--- config.mk ---
export PLATFORM = sky130hd
export DESIGN_NAME = soma_comp_serial
export DESIGN_NICKNAME = d
export VERILOG_FILES = /design/src/rtl/soma_comp_pkg.sv /design/src/rtl/soma_digit.sv /design/src/rtl/soma_comp_serial.sv
export SDC_FILE = /design/constraint.sdc
export NUM_CORES = 1
export LEC_CHECK = 0
export CORE_ASPECT_RATIO = 1.1
export CORE_MARGIN = 2
export CORE_UTILIZATION = 30
export DETAILED_ROUTE_END_ITERATION = 10
export PLACE_DENSITY_LB_ADDON = 0.08
export SLEW_MARGIN = 30
export SYNTH_ARGS = -nofsm -noshare
export SYNTH_HDL_FRONTEND = slang
export SYNTH_HIERARCHICAL = 1
export SYNTH_SLANG_ARGS = --single-unit
--- constraint.sdc ---
create_clock -name clk -period 1.97 [get_ports clk]
set_clock_uncertainty 0.1 [all_clocks]
set_input_delay 0.394 -clock clk [delete_from_list [all_inputs] [get_ports clk]]
set_output_delay 0.394 -clock clk [all_outputs]
set_load 0.03 [all_outputs]
--- src/rtl/soma_comp_pkg.sv ---
// Shared types and helpers for the serial adder/subtractor.
package soma_comp_pkg;

  typedef enum logic [1:0] {SC_IDLE, SC_BUSY, SC_DONE} sc_state_t;

  function automatic logic sc_ovf(input logic a_msb, input logic b_msb_eff, input logic s_msb);
    return (a_msb == b_msb_eff) && (s_msb != a_msb);
  endfunction

  // Step counter width able to hold 0..n
  function automatic int sc_cnt_w(input int n);
    return (n < 1) ? 1 : $clog2(n + 1);
  endfunction

endpackage

--- src/rtl/soma_digit.sv ---
// Combinational DIGIT-bit ripple-carry slice shared by every step.
module soma_digit #(
  parameter int DIGIT = 1
) (
  input  logic [DIGIT-1:0] x,
  input  logic [DIGIT-1:0] y,
  input  logic             cin,
  output logic [DIGIT-1:0] sum,
  output logic             cout
);

  logic [DIGIT:0] c;

  assign c[0] = cin;

  for (genvar i = 0; i < DIGIT; i++) begin : g_bit
    assign sum[i] = x[i] ^ y[i] ^ c[i];
    assign c[i+1] = (x[i] & y[i]) | (c[i] & (x[i] ^ y[i]));
  end

  assign cout = c[DIGIT];

endmodule

--- src/rtl/soma_comp_serial.sv ---
// Digit-serial two's-complement add/sub: WIDTH/DIGIT cycles per op, LSB first,
// with start/busy/done handshake and result registers held between completions.
module soma_comp_serial
  import soma_comp_pkg::*;
#(
  parameter int WIDTH = 8,
  parameter int DIGIT = 1
) (
  input  logic             clk,
  input  logic             rst,
  input  logic             start,
  input  logic             sub,
  input  logic [WIDTH-1:0] a,
  input  logic [WIDTH-1:0] b,
  output logic             busy,
  output logic             done,
  output logic [WIDTH-1:0] s,
  output logic             cout,
  output logic             ovf
);

  localparam int N  = WIDTH / DIGIT;
  localparam int CW = sc_cnt_w(N);

  sc_state_t        state, state_nx;
  logic [WIDTH-1:0] opa, opb, part_nx;
  logic [CW-1:0]    cnt;
  logic             carry, sub_q, a_msb, b_msb;
  logic [DIGIT-1:0] dsum;
  logic             dcout;
  logic             accept, last;

  assign busy   = (state == SC_BUSY);
  assign done   = (state == SC_DONE);
  assign accept = start && !busy;
  assign last   = busy && (cnt == CW'(N - 1));

  always_ff @(posedge clk or posedge rst) begin
    if (rst) state <= SC_IDLE;
    else     state <= state_nx;
  end

  always_comb begin
    state_nx = state;
    case (state)
      SC_IDLE: if (start) state_nx = SC_BUSY;
      SC_BUSY: if (last)  state_nx = SC_DONE;
      SC_DONE: state_nx = start ? SC_BUSY : SC_IDLE;
      default: state_nx = SC_IDLE;
    endcase
  end

  soma_digit #(.DIGIT(DIGIT)) u_digit (
    .x    (opa[DIGIT-1:0]),
    .y    (opb[DIGIT-1:0]),
    .cin  (carry),
    .sum  (dsum),
    .cout (dcout)
  );

  // Partial result fills from the MSB end; with a single digit there is nothing to hold.
  if (N > 1) begin : g_shift
    logic [WIDTH-DIGIT-1:0] part;
    always_ff @(posedge clk or posedge rst) begin
      if (rst)       part <= '0;
      else if (busy) part <= part_nx[WIDTH-1:DIGIT];
    end
    assign part_nx = {dsum, part};
  end else begin : g_one
    assign part_nx = dsum;
  end

  always_ff @(posedge clk or posedge rst) begin
    if (rst) begin
      opa   <= '0;
      opb   <= '0;
      carry <= 1'b0;
      cnt   <= '0;
      sub_q <= 1'b0;
      a_msb <= 1'b0;
      b_msb <= 1'b0;
      s     <= '0;
      cout  <= 1'b0;
      ovf   <= 1'b0;
    end else if (accept) begin
      opa   <= a;
      opb   <= b ^ {WIDTH{sub}};
      carry <= sub;
      cnt   <= '0;
      sub_q <= sub;
      a_msb <= a[WIDTH-1];
      b_msb <= b[WIDTH-1];
    end else if (busy) begin
      opa   <= opa >> DIGIT;
      opb   <= opb >> DIGIT;
      carry <= dcout;
      cnt   <= cnt + 1'b1;
      if (last) begin
        s    <= part_nx;
        cout <= dcout;
        ovf  <= sc_ovf(a_msb, b_msb ^ sub_q, part_nx[WIDTH-1]);
      end
    end
  end

endmodule

### Word level (Yosys, flattened, before mapping)

Cells that the tools add are included.

* add/sub/neg operators: 1
* equal/unequal tests: 7
* muxes and demuxes: 12
* bitwise logic cells: 8
* reductions and logical operators: 8

Operators with widths (count)
* 8-bit 2-to-1 mux: 4
* 4-bit 2-to-1 mux: 2
* 8-bit bitwise XOR: 1
* 2-bit one-hot mux with 3 select lines: 1
* 4-bit by 1-bit adder with 4-bit output, second input constant: 1
* 4-bit by 3-bit == test with 1-bit output, second input constant: 1
* 2-bit 2-to-1 mux: 2
* 1-bit logical AND: 3
* 1-bit 2-to-1 mux: 3
* 3-bit AND reduction: 1
* 1-bit bitwise XOR: 3
* 1-bit AND: 2
* 2-bit by 1-bit == test with 1-bit output, second input constant: 1
* 2-bit == test, second input constant: 1
* 2-bit zero test: 1
* 2-bit by 1-bit inequality test with 1-bit output, second input constant: 1
* 2-bit inequality test, second input constant: 1
* 2-bit AND reduction: 1
* 2-bit nonzero test: 1
* 1-bit == test: 1
* 1-bit zero test: 1
* 1-bit inequality test: 1
* 1-bit inverter: 1
* 1-bit OR: 1

* register bits after elaboration: 43
* bits of input ports: 20
* word-level logic and storage cells: 48

### Depth between registers and ports, before layout

Gate-level depths: netlist of run 1.

* depth after elaboration: 5
* mapped depth: 5
* mapped depth without buffers: 4

### Modules after synthesis

The synthesis of run 1 kept the hierarchy.

Modules (own cells, without submodules)
* soma_comp_serial: instances 1, cells each 171, area each 1910.6 µm², seq. area each 1076.0 µm²
* soma_digit: instances 1, cells each 1, area each 20.0 µm², seq. area each 0.0 µm²

### Worst setup path after synthesis of run 1

No wires, ideal clock.

* path kind: reg2reg
* from: register opb[0]
* to: register ovf
* library setup time: 125 ps
* data arrival time: 1352 ps
* required time: 1745 ps
* setup slack: 393 ps
* stages on the path, launching flop included: 5
* clock period less this slack: 1577 ps
* cell sequence: dfrtp_1 fa_1 nand2b_1 mux2i_1 mux2_2

* word-level cells in the longest chain between the ends: 4

RTL lines
* start, declared: line soma_comp_serial.sv:26 `logic [WIDTH-1:0] opa, opb, part_nx;`
* start signal, assigned: line soma_comp_serial.sv:87 `opb <= b ^ {WIDTH{sub}};`
* start signal, assigned: line soma_comp_serial.sv:95 `opb <= opb >> DIGIT;`
* 1-bit bitwise XOR (2 in series): line soma_digit.sv:17 `assign sum[i] = x[i] ^ y[i] ^ c[i];`
* net dsum: line soma_comp_serial.sv:29 `logic [DIGIT-1:0] dsum;`
* 1-bit inequality test: line soma_comp_pkg.sv:7 `return (a_msb == b_msb_eff) && (s_msb != a_msb);`
* 1-bit logical AND: line soma_comp_pkg.sv:7
* end signal, assigned: line soma_comp_serial.sv:101 `ovf <= sc_ovf(a_msb, b_msb ^ sub_q, part_nx[WIDTH-1]);`
* end, declared: line soma_comp_serial.sv:19 `output logic ovf`

The timed path passes the listed nets, and every way through them passes these cells.
A chain may end at the register's enable or synchronous reset.

### Final worst setup path of run 1

* from: register cout
* to: output cout

RTL lines
* start, declared: line soma_comp_serial.sv:18 `output logic cout,`
* start signal, assigned: line soma_comp_serial.sv:100 `cout <= dcout;`

No word-level cell between the ends.

==> impl_results.md, run 1 <==
- Nets@finish: 231
- Initial antenna violation count: 0
- Vias per cell: 4.51
- Max frequency: 543 MHz
- Num CTS Buffers: 5
- YS warnings: 6
- Simple-gate share of the synthesized area: 0.126
- Htree depth: 2
- CP Cell Sequence: clkdlybuf4s50_1
- Crit. path cell count: 1
- Grt ovf: 0
- Post-CTS Setup Inserts: 0
- First-pass DRT Iterations: 2
- Ant. Diodes: 0
- CORE AREA: 0.00619 mm²
- Detailed Route WL: 3610 µm
- FF-to-FF Start: opb[0]$_DFFE_PP0P_
- PortBufs: 31
- Worst path max stage delay: 0.69 ns
- Startpoint types: flop
- IO Pins: 32
- Met3 routed WL: 182 µm
- Buffers and inverters on the worst path: 1
- HP Class: input port to asynchronous set/reset pin
- Fin crit share: 0.935
- Sequential element share of the synthesized area: 0.557
- Peak VDD IR: 739 µV
- GRT Total Usage: 0.115
- Slew Limit Headroom: 0.780
- DPL Wire Length: 2530 µm
- DR iter-0 viols: 35
- Cell Area, Synth: 0.00193 mm²
- CTS tree: built
- Post-synthesis cell type count: 22
- # rows: 30
- Required @ worst endpoint: 1.48 ns
- Largest family of logic cells by synthesized area: multiplexers
- Vias in the first global route: 1,322
- Pin count of the biggest net entering global routing: 44
- First-pass GRT wire length: 6290 µm
- Commonest non-fill, non-tap cells in the layout: 43 x dfrtp_1, 41 x nand2_1, 29 x clkdlybuf4s50_1, 19 x o21ai_0, 18 x mux2i_1
- Syn avg cell area: 11.2 µm²
- Worst r2r dst: ovf$_DFFE_PP0P_
- Met2 WL: 1730 µm
- Leakage: 1.14 nW
- Worst-skew pair later-pin latency: 0.29 ns
- Final setup TNS: 0 ns
- Final Hold Viols: 0
- Worst endpoint data arrival time: 1.35 ns
- Clock transition at path regs: 0.08 ns
- Final setup vio count: 0
- # Max-Cap Violations: 0
- Top Layer Used: met4
- Drt drc: 0
- Worst reg-to-reg setup slack: 0.31 ns
- Cts hold-fix bufs: 0
- Routed vias: 1,309
- Max FO, Critical Path: 2
- Mux cell area share after synthesis: 0.175
- XOR/XNOR share of the synthesized area: 0.0408
- Clk buf depth: 2
- Nature of the critical path endpoint: primary output
- FF-to-FF path depth: 4
- Run status: finished, final reports clean
- Layout cells sized above 1: 0.162
- Chip width: 80.5 µm
- Crit path launch: cout$_DFFE_PP0P_
- Initial core utilization: 0.312
- ANT nets after route: 0
- Pwr/cell area: 1480 mW/mm²
- Critical Path End: cout
- Slowest-stage cell, CP: clkdlybuf4s50_1
- Chip height: 88.1 µm
- Die ar.: 0.00709 mm²
- Root buffer cell: clkbuf_8
- Max Transition Viols Final: 0
- Number of fill cells: 606
- WL met1: 1650 µm
- Minimum clock period: 1.84 ns
- Synthesized instance count: 172
- RSZ-0062 raised after global routing: false
- Clock Sink Count: 43
- Post-Syn Nets: 194
- Post-CTS Resized: 1
- DR WL/cell: 12.5 µm
- Seq cells post-synth: 43
- Hold Slack: 0.364 ns
- Setup Crit Path Kind: flop to primary output
- Measured slew at the worst slew-check pin: 0.329 ns
- Post-synthesis compound-gate area fraction: 0.0531
- Area grow syn2layout: 28.4%
- Synth Area in Adders: 0.0169
- Most common cell after layout, fill and taps aside: dfrtp_1
- Final GP Congestion: 0.691
- Critical path's top delay family: buffers and inverters
power by group:
group          internal, mW  switching (mW)  leakage [nW]
sequential             1.28           0.242         0.536
combinational         0.662           0.777         0.542
clock                 0.410           0.301        0.0612
routing by layer:
layer  GRT usage  vias up
met5           0        -
met4      0.0370        0
met3      0.0351        6
met2       0.192       27
met1       0.143      632
li1            -      644
cell families (layout without fill, tap and decap cells):
kind of cell	count (synthesis)	in the layout
adders and majority gates	2	2
and+or+nand+nor	54	54
xor gates and xnor gates	9	9
muxes	32	32
buffers and inverters	12	50
DFF	43	43
AOI/OAI and AO/OA	20	20
per-stage QoR:
stage | instance area, µm² | power (mW) | util | cells | setup WS (ns)
after floorplan | 1930 | 2.52 | - | 172 | 0.393
after global placement | 2360 | 2.97 | 0.381 | 282 | 0.225
after detailed placement | 2360 | 3.02 | 0.381 | 282 | 0.215
after CTS | 2480 | 3.74 | 0.400 | 290 | 0.130
after global routing | 2480 | 3.98 | 0.400 | 290 | 0.0638
final | 2480 | 3.67 | 0.400 | 290 | 0.128
how the worst min path moves through the flow:
| stage | from | end | slack, ns | depth (start not counted) |
|---|---|---|---|---|
| 2_1_floorplan | g_shift.part[0]$_DFFE_PP0P_ | g_shift.part[0]$_DFFE_PP0P_ | 0.34 | 2 |
| 3_3_place_gp | g_shift.part[0]$_DFFE_PP0P_ | g_shift.part[0]$_DFFE_PP0P_ | 0.36 | 2 |
| 3_5_place_dp | g_shift.part[0]$_DFFE_PP0P_ | g_shift.part[0]$_DFFE_PP0P_ | 0.37 | 2 |
| 4_1_cts | rst | cnt[3]$_DFFE_PP0P_ | 0.37 | 3 |
| 5_1_grt | rst | g_shift.part[4]$_DFFE_PP0P_ | 0.39 | 3 |
| 6_report | rst | g_shift.part[4]$_DFFE_PP0P_ | 0.36 | 3 |
Yosys cell counts:
cell       n  area, µm²
a211oi_1   1       7.51
and2b_1    1       7.51
buf_2      6       30.0
buf_6      1       11.3
clkbuf_1   2       7.51
dfrtp_1   43       1080
fa_1       1       20.0
ha_1       1       12.5
inv_1      2       7.51
inv_2      1       3.75
mux2_2    14        158
mux2i_1   18        180
nand2_1   41        154
nand2b_1   2       12.5
nand2b_4   1       13.8
nand3_1    5       25.0
nor2_1     2       7.51
nor3_4     1       16.3
o21ai_0   19       95.1
or3_1      1       6.26
xnor2_1    2       17.5
xor2_1     7       61.3
worst reg2reg max path: stages (launching register included):
cell      delay (ns)
dfrtp_1         0.41
fa_1            0.61
nand2b_1        0.12
mux2i_1         0.06
mux2_2          0.26
registers in the layout, indices dropped and copies added, names as in the netlist:
register	cells
a_msb	1
b_msb	1
carry	1
cnt	4
cout	1
g_shift.part	7
opa	8
opb	8
ovf	1
s	8
state	2
sub_q	1
area by class of cell:
cell class,count,area (µm²),share of cell area
clock buffer,6,82.6,0.0333
clock inverter,2,35.0,0.0141
inverter,3,11.3,0.00454
multi-input combinational,117,795,0.321
sequential,43,1080,0.434
tap,80,100,0.0404
timing repair buffer,39,379,0.153
(Power assumes the default switching activity.)
==> run 2: changes to the inputs <==
--- a/config.mk
+++ b/config.mk
@@ -5,6 +5,7 @@
 export SDC_FILE = /design/constraint.sdc
 export NUM_CORES = 1
 export LEC_CHECK = 0
+export CAP_MARGIN = 20
 export CORE_ASPECT_RATIO = 1.1
 export CORE_MARGIN = 2
 export CORE_UTILIZATION = 30
==> results of run 2 <==
Final layout, timing and power as in run 1 (identical DEF).
==> run 3: changes to the inputs <==
--- a/config.mk
+++ b/config.mk
@@ -9,7 +9,9 @@
 export CORE_ASPECT_RATIO = 1.1
 export CORE_MARGIN = 2
 export CORE_UTILIZATION = 30
+export CTS_BUF_LIST = sky130_fd_sc_hd__clkbuf_8
 export DETAILED_ROUTE_END_ITERATION = 10
+export GPL_ROUTABILITY_DRIVEN = 0
 export PLACE_DENSITY_LB_ADDON = 0.08
 export SLEW_MARGIN = 30
 export SYNTH_ARGS = -nofsm -noshare
==> constraint.sdc (replaced) <==
create_clock -name clk -period 1.56 [get_ports clk]
set_clock_uncertainty 0.1 [all_clocks]
set_input_delay 0.312 -clock clk [delete_from_list [all_inputs] [get_ports clk]]
set_output_delay 0.312 -clock clk [all_outputs]
set_load 0.03 [all_outputs]
==> run 3 against run 2 <==
Effect of this change:
- the run now ends with setup timing left
- clock power up 27%
- die area unchanged
- worst hold slack got worse by 0.081 ns
- cell area up 5.3%
- total power rose by 32%
- first-iteration DRC count up 5.7%
- highest routed layer unchanged
==> impl_results.md, run 3 (synthesized netlist as in run 1, its figures left out) <==
- Detailed Route WL: 3820 µm
- DP Cell Count: 286
- Cell Int Power: 3.09 mW
- Vias in the first global route: 1,431
- Routed vias: 1,361
- Pwr/cell area: 1850 mW/mm²
- DR iter-0 viols: 37
- First-pass DRT Iterations: 3
- RSZ-0062 raised after global routing: true
- Ant. Diodes: 0
- Worst Setup Slack, final: -0.0545 ns
- Worst-skew pair later-pin latency: 0.30 ns
- Nature of the critical path endpoint: flop
- CORE AREA: 0.00619 mm²
- GRT Total Usage: 0.119
- # Max-Cap Violations: 0
- Clock Sink Count: 43
- Run status: complete, but fails checks
- Pin count of the biggest net entering global routing: 44
- Vias per cell: 4.58
- Regs by FF count: opa x8, opb x8, s x8
- Layout cells sized above 1: 0.203
- Chip height: 88.1 µm
- Initial core utilization: 0.312
- Sequential Power Share: 0.397
- Sw power: 1.75 mW
- Max frequency: 619 MHz
- Die ar.: 0.00709 mm²
- Setup Crit Path Kind: flop to flop
- Commonest non-fill, non-tap cells in the layout: 43 x dfrtp_1, 40 x nand2_1, 19 x o21ai_0, 19 x clkdlybuf4s50_1, 18 x mux2i_1
- Minimum clock period: 1.61 ns
- DPL Wire Length: 2590 µm
- CTS tree: built
- Final setup vio count: 4
- Pre-CTS setup slack: -0.0610 ns
- Clock share of power: 0.186
- Max Transition Viols Final: 0
- Worst endpoint data arrival time: 1.70 ns
- Clk buf depth: 2
- Htree depth: 2
- FF-to-FF path depth: 5
- # rows: 30
- Fin crit share: 1.03
- First-pass GRT wire length: 6510 µm
- Num CTS Buffers: 5
- Number of fill cells: 622
- Leakage: 1.23 nW
- Root buffer cell: clkbuf_8
- PortBufs: 31
- Sw frac: 0.361
- Combinational power share: 0.417
- Startpoint types: flop
- Drt drc: 0
- ANT nets after route: 0
- Slew Limit Headroom: 0.789
- Most common cell after layout, fill and taps aside: dfrtp_1
- Final setup TNS: -0.208 ns
- Nets@finish: 238
- Max FO, Critical Path: 5
- Worst reg-to-reg setup slack: -0.05 ns
- HP Class: input port to asynchronous set/reset pin
- Post-route insts no fill: 297
- Chip width: 80.5 µm
- Cts hold-fix bufs: 0
- Clock transition at path regs: 0.09 ns
- Final Hold Viols: 0
- IO Pins: 32
- Grt ovf: 0
- Worst r2r dst: s[6]$_DFFE_PP0P_
- Failing checks: setup timing
- Measured slew at the worst slew-check pin: 0.316 ns
- Initial antenna violation count: 0
- DR WL/cell: 12.9 µm
- Peak VDD IR: 688 µV
- Area grow syn2layout: 35.2%
- FF-to-FF Start: cnt[0]$_DFFE_PP0P_
- Required @ worst endpoint: 1.65 ns
[run 3: critical path, cell delays in order (launching register included)]
cell and delay (ns):
dfrtp_1 0.39, ha_2 0.21, nand2_2 0.07, nor3_4 0.22
clkbuf_16 0.20, mux2_2 0.32
[run 3: stage by stage]
step           hold WS [ns]  instance area (µm²)  utilization  power (mW)
3_5_place_dp          0.365                 2430        0.392        3.95
4_1_cts               0.292                 2550        0.411        4.80
5_1_grt               0.317                 2610        0.421        5.25
2_1_floorplan         0.340                 1930            -        3.18
6_report              0.282                 2610        0.421        4.84
3_3_place_gp          0.361                 2430        0.392        3.88
[run 3: worst max path at each step]
stage                            start            endpoint  slack, ns  depth (start not counted)
CTS                  carry$_DFFE_PP0P_     ovf$_DFFE_PP0P_      -0.06                          4
global route        cnt[0]$_DFFE_PP0P_    s[6]$_DFFE_PP0P_      -0.14                          5
floorplan           opb[0]$_DFFE_PP0P_     ovf$_DFFE_PP0P_      -0.02                          4
detailed placement               start  opa[4]$_DFFE_PP0P_      -0.06                          4
finish              cnt[0]$_DFFE_PP0P_    s[6]$_DFFE_PP0P_      -0.05                          5
global placement                 start   b_msb$_DFFE_PP0P_      -0.03                          3
[run 3: power groups by stage]
stage / Sequential [mW] / Combinational, mW / Clock, mW
after detailed placement: 1.95 / 2.00 / 0
final: 1.92 / 2.02 / 0.902
after global routing: 2.00 / 2.27 / 0.984
after floorplan: 2.13 / 1.05 / 0
after CTS: 1.92 / 1.95 / 0.933
after global placement: 1.92 / 1.95 / 0
[run 3: what timing repair did]
action,4_1_cts,5_1_grt
pin swaps,1,1
resized for setup,12,9
buffers inserted,1,1
endpoints found under the setup margin,12,11
hold endpoints to repair,0,0
cloned,0,1
[run 3: per-layer routing]
metal,vias up,routed length [µm],global-route usage
met5,-,0,0
met4,0,53,0.0416
met3,6,131,0.0278
met2,27,1930,0.205
met1,670,1710,0.145
li1,658,-,-
[run 3: final cells by class]
cell class | count | area, µm² | share of cell area
inverters | 3 | 13.8 | 0.00527
flip-flops and latches | 43 | 1080 | 0.412
well taps | 80 | 100 | 0.0384
repair buffers | 46 | 477 | 0.183
multi-input cells | 117 | 826 | 0.316
clock inverters | 2 | 35.0 | 0.0134
clock buffers | 6 | 82.6 | 0.0316
